--- config.mk ---
export PLATFORM = sky130hd
export DESIGN_NAME = m_div_seq
export DESIGN_NICKNAME = d
export VERILOG_FILES = /design/src/rtl/m_div_seq.sv
export SDC_FILE = /design/constraint.sdc
export NUM_CORES = 1
export LEC_CHECK = 0
export CAP_MARGIN = 10
export CORE_ASPECT_RATIO = 0.75
export CORE_MARGIN = 4
export CORE_UTILIZATION = 41
export CTS_BUF_LIST = sky130_fd_sc_hd__clkbuf_4 sky130_fd_sc_hd__clkbuf_8
export CTS_CLUSTER_SIZE = 30
export DETAILED_ROUTE_END_ITERATION = 10
export PLACE_DENSITY = 0.6
export SYNTH_ARGS = -nofsm -noshare
export SYNTH_HDL_FRONTEND = slang
export SYNTH_SLANG_ARGS = --single-unit
--- constraint.sdc ---
create_clock -name clk -period 7.6 [get_ports clk]
set_clock_uncertainty 0.1 [all_clocks]
set_input_delay 1.14 -clock clk [delete_from_list [all_inputs] [get_ports clk]]
set_output_delay 1.14 -clock clk [all_outputs]
set_load 0.005 [all_outputs]
--- src/rtl/m_div_seq.sv ---
// m_div_seq: radix-2 restoring divider with RISC-V DIV/DIVU/REM/REMU semantics and start/done handshake
module m_div_seq #(
    parameter int XLEN           = 32,
    parameter int BITS_PER_CYCLE = 1
) (
    input  logic            clk,
    input  logic            resetn,
    input  logic            start,
    input  logic [1:0]      op,
    input  logic [XLEN-1:0] rs1,
    input  logic [XLEN-1:0] rs2,
    input  logic            flush,
    output logic            ready,
    output logic            done,
    output logic [XLEN-1:0] result
);
    localparam int N  = XLEN / BITS_PER_CYCLE;
    localparam int CW = N > 1 ? $clog2(N) : 1;
    localparam logic [CW-1:0] CNT_INIT = CW'(N - 1);
    typedef enum logic [1:0] {IDLE, CALC, FIX, DONE} state_t;
    state_t state, state_n;
    logic [XLEN-1:0] r, r_n, z, z_n, res_n, rt, zt, a_abs, b_abs;
    logic [2*XLEN-2:0] d, d_n, dt;
    logic [2*XLEN-1:0] diff;
    logic [CW-1:0] cnt, cnt_n;
    logic [1:0] op_q, op_n;
    logic neg_q, neg_r, nq_n, nr_n, sgn, div0, ovf;
    assign sgn   = ~op[0];
    assign a_abs = sgn && rs1[XLEN-1] ? -rs1 : rs1;
    assign b_abs = sgn && rs2[XLEN-1] ? -rs2 : rs2;
    assign div0  = rs2 == '0;
    assign ovf   = sgn && rs1 == {1'b1, {(XLEN-1){1'b0}}} && &rs2;
    assign ready = state == IDLE;
    assign done  = state == DONE;
    always_comb begin
        rt   = r;
        dt   = d;
        zt   = z;
        diff = '0;
        for (int i = 0; i < BITS_PER_CYCLE; i++) begin
            diff = {{XLEN{1'b0}}, rt} - {1'b0, dt};
            rt   = diff[2*XLEN-1] ? rt : diff[XLEN-1:0];
            zt   = {zt[XLEN-2:0], ~diff[2*XLEN-1]};
            dt   = dt >> 1;
        end
    end
    always_comb begin
        state_n = state;
        r_n     = r;
        d_n     = d;
        z_n     = z;
        cnt_n   = cnt;
        op_n    = op_q;
        nq_n    = neg_q;
        nr_n    = neg_r;
        res_n   = result;
        if (flush)
            state_n = IDLE;
        else
            case (state)
                IDLE: if (start) begin
                    if (div0 || ovf) begin
                        state_n = DONE;
                        res_n   = div0 ? (op[1] ? rs1 : '1) : (op[1] ? '0 : rs1);
                    end else begin
                        state_n = CALC;
                        r_n     = a_abs;
                        d_n     = {b_abs, {(XLEN-1){1'b0}}};
                        z_n     = '0;
                        cnt_n   = CNT_INIT;
                        op_n    = op;
                        nq_n    = sgn & (rs1[XLEN-1] ^ rs2[XLEN-1]);
                        nr_n    = sgn & rs1[XLEN-1];
                    end
                end
                CALC: begin
                    r_n     = rt;
                    d_n     = dt;
                    z_n     = zt;
                    cnt_n   = cnt - 1'b1;
                    state_n = cnt == '0 ? FIX : CALC;
                end
                FIX: begin
                    res_n   = op_q[1] ? (neg_r ? -r : r) : (neg_q ? -z : z);
                    state_n = DONE;
                end
                default: state_n = IDLE;
            endcase
    end
    always_ff @(posedge clk or negedge resetn) begin
        if (!resetn) begin
            state  <= IDLE;
            r      <= '0;
            d      <= '0;
            z      <= '0;
            cnt    <= '0;
            op_q   <= '0;
            neg_q  <= 1'b0;
            neg_r  <= 1'b0;
            result <= '0;
        end else begin
            state  <= state_n;
            r      <= r_n;
            d      <= d_n;
            z      <= z_n;
            cnt    <= cnt_n;
            op_q   <= op_n;
            neg_q  <= nq_n;
            neg_r  <= nr_n;
            result <= res_n;
        end
    end
endmodule
==> impl_metrics.toml <==
[floorplan]
ios = 104
fp.dieH_um = 157.8
fp-row-count = 54
die-area_um2 = 32770
dieWidth_um = 207.7
core_area_um2 = 29260
start_util = 0.4192

[power]
pwr_density_cell_nw_per_um2 = 246.8
p_leak_nw = 5.512
ir_worst_vdd_v = 0.0001058

[timing]
period_minus_slack_ps = 4578
fin_crit_sh = 0.6024
drv_slew = 0
setup_viol_count_final = 0
finalHoldViolCount = 0
tns_ps = 0
relSlewSlack = 0.2521
hold_ws_ps = 383.7
max_clock_freq_mhz = 218.4
rsz0062_at_grt = "no"
fin_ws_ps = 3022
tightest_slew_ps = 1120

[yosys]
synth_commonest_cells = "169 x dfrtp_1, 153 x nor2_1, 127 x nand2_1"
synth_ff_type = "dfrtp_1"
synth_edf_count = 0
yosysMostFrequentCell = "dfrtp_1"
yosysWarnings = 0
syn_inst = 1423
seq_area_frac_synth = 0.3449
synthDistinctLibCells = 81
synth_nets = 1532
synth_area_leaders = "dfrtp_1 34%, xnor2_1 5.1%, xor2_1 5.0%"
yosysTopAreaCell = "dfrtp_1"
synth_area_um2 = 12260
async_flop_share = 1.000
synth.avg_cell_area_um2 = 8.618
ys_ff_latch = 169
synth_top_area_share = 0.3449

[critical_path]
r2r_slack_ps = 3810
cp.required_ps = 7890
worst_setup_path_start_kind = "input port"
cp_max_fo = 44
end_kind = "flip-flop"
cp.arrival_ps = 4860
critical_path_class = "input port to flip-flop"

[final_layout]
drive_gt1_frac = 0.05724
final_cells = 1877
utilization = 0.4741
syn2layout_area_growth_pct = 13.10
num_antenna_cells = 0
layout.nets = 1582

[drt]
avgRoutedWirePerCell_um = 19.20
postRouteAntennaNets = 0
drtPass1Iterations = 5
via_per_inst = 5.796
drc = 0
wl_mm = 36.04
initialDrtViolationCount = 767
via_count = 10880

[clocking]
clkTransAtPathRegs_ps = 90
cts-buffers-inserted = 17
clk_latency_ps = 480
cts.htree.levels = 4
cts_tree = "built"
post_cts_resized = 0
clk_root_buffer_cell = "clkbuf_8"
cts_hold_buf = 0
clockBufferDepth = 2
clock-sinks = 169
cts_setup_buffers = 0

[global_routing]
grt_max_degree = 101
overflow = 0
antenna_found_initial = 0
grt_pass1_wl_mm = 58.00
first_global_vias = 10430
groute.usage.overall = 0.2181

[outcome]
status = "finished clean"

[job]
maxCapViolations = 0

[place]
pre_cts_slack_ps = 2602
gp_congestion = 0.9799
dpl.hpwl_mm = 26.93
port_buffers = 103
placedCellCount = 1846

[hold_path]
worst_hold_path_type = "flip-flop to flip-flop"
## placed cells by master, fill, tap and decap left out, types with 15 or more instances in the layout
cell and instances:
clkbuf_8 18, a221o_1 26, o31ai_1 25, nor3_1 28, mux2_1 27, nor2_1 152
nand4_1 15, nor4_1 19, clkdlybuf4s50_1 102, o21ai_0 106, inv_1 62, o211ai_1 31
xnor2_1 72, a22o_1 32, dfrtp_1 169, ha_1 38, xor2_1 70, nand2_1 127
a21oi_1 97, a31oi_1 25
## final timing paths
kind | endpoint | depth (start not counted) | start
worst min-delay path | d[24] | 2 | d[24]
worst min register to register | d[24] | 2 | d[24]
max in group asynchronous | d[38] | 2 | resetn
min in group asynchronous | result[5] | 1 | resetn
worst max register to register | r[30] | 12 | r[0]
worst max-delay path | result[13] | 10 | rs1[4]
## layer usage
metal	global-route usage	share of wire	vias to the layer above
met5	0	0	-
met4	0.06096	0.019	0
met3	0.03724	0.049	46
met2	0.3403	0.45	277
met1	0.3156	0.49	5291
li1	-	-	5266
## final cells by class
cell class | count | area [um^2]
Tap cell | 392 | 490.5
Inverter | 62 | 232.7
Fill cell | 2856 | 15390
Timing Repair Buffer | 114 | 1115
Sequential cell | 169 | 4229
Multi-Input combinational cell | 1109 | 7413
Clock inverter | 10 | 118.9
Clock buffer | 21 | 270.3
## per-stage QoR
stage	cell area [um^2]	power [mW]
3_5_place_dp	13480	2.760
5_1_grt	13870	3.665
4_1_cts	13870	3.432
3_3_place_gp	13480	2.746
6_report	13870	3.423
2_1_floorplan	12260	2.270
## where the power goes
part	switching [mW]	internal (mW)
logic	0.860	0.634
registers	0.226	1.04
clock network	0.352	0.311
## state kept, by name (all words and copies together), names as in the netlist
register	count
state	2
d	63
neg_q	1
cnt	5
r	32
result	32
op_q	1
neg_r	1
z	32
## cells by family (layout without fill, tap and decap cells)
logic type      count (synthesis)  count (layout)  synth area share
simple gates                  450             450            0.1799
compound gates                440             440            0.2459
flops                         169             169            0.3449
buf+inv                       145             207           0.05336
xor+xnor                      142             142            0.1014
fa+ha+maj                      39              39           0.04040
mux                            38              38           0.03418
## worst max-delay path, cell delays in order
cell and delay [ps]:
clkdlybuf4s50_1 510, nor4_2 560, nand3b_2 310, nor4_2 520, and3_1 280, o21ai_1 150, a21boi_4 540, buf_4 520
nor2_1 120, a221oi_2 190
No activity file was read; power rests on OpenSTA's default activity.
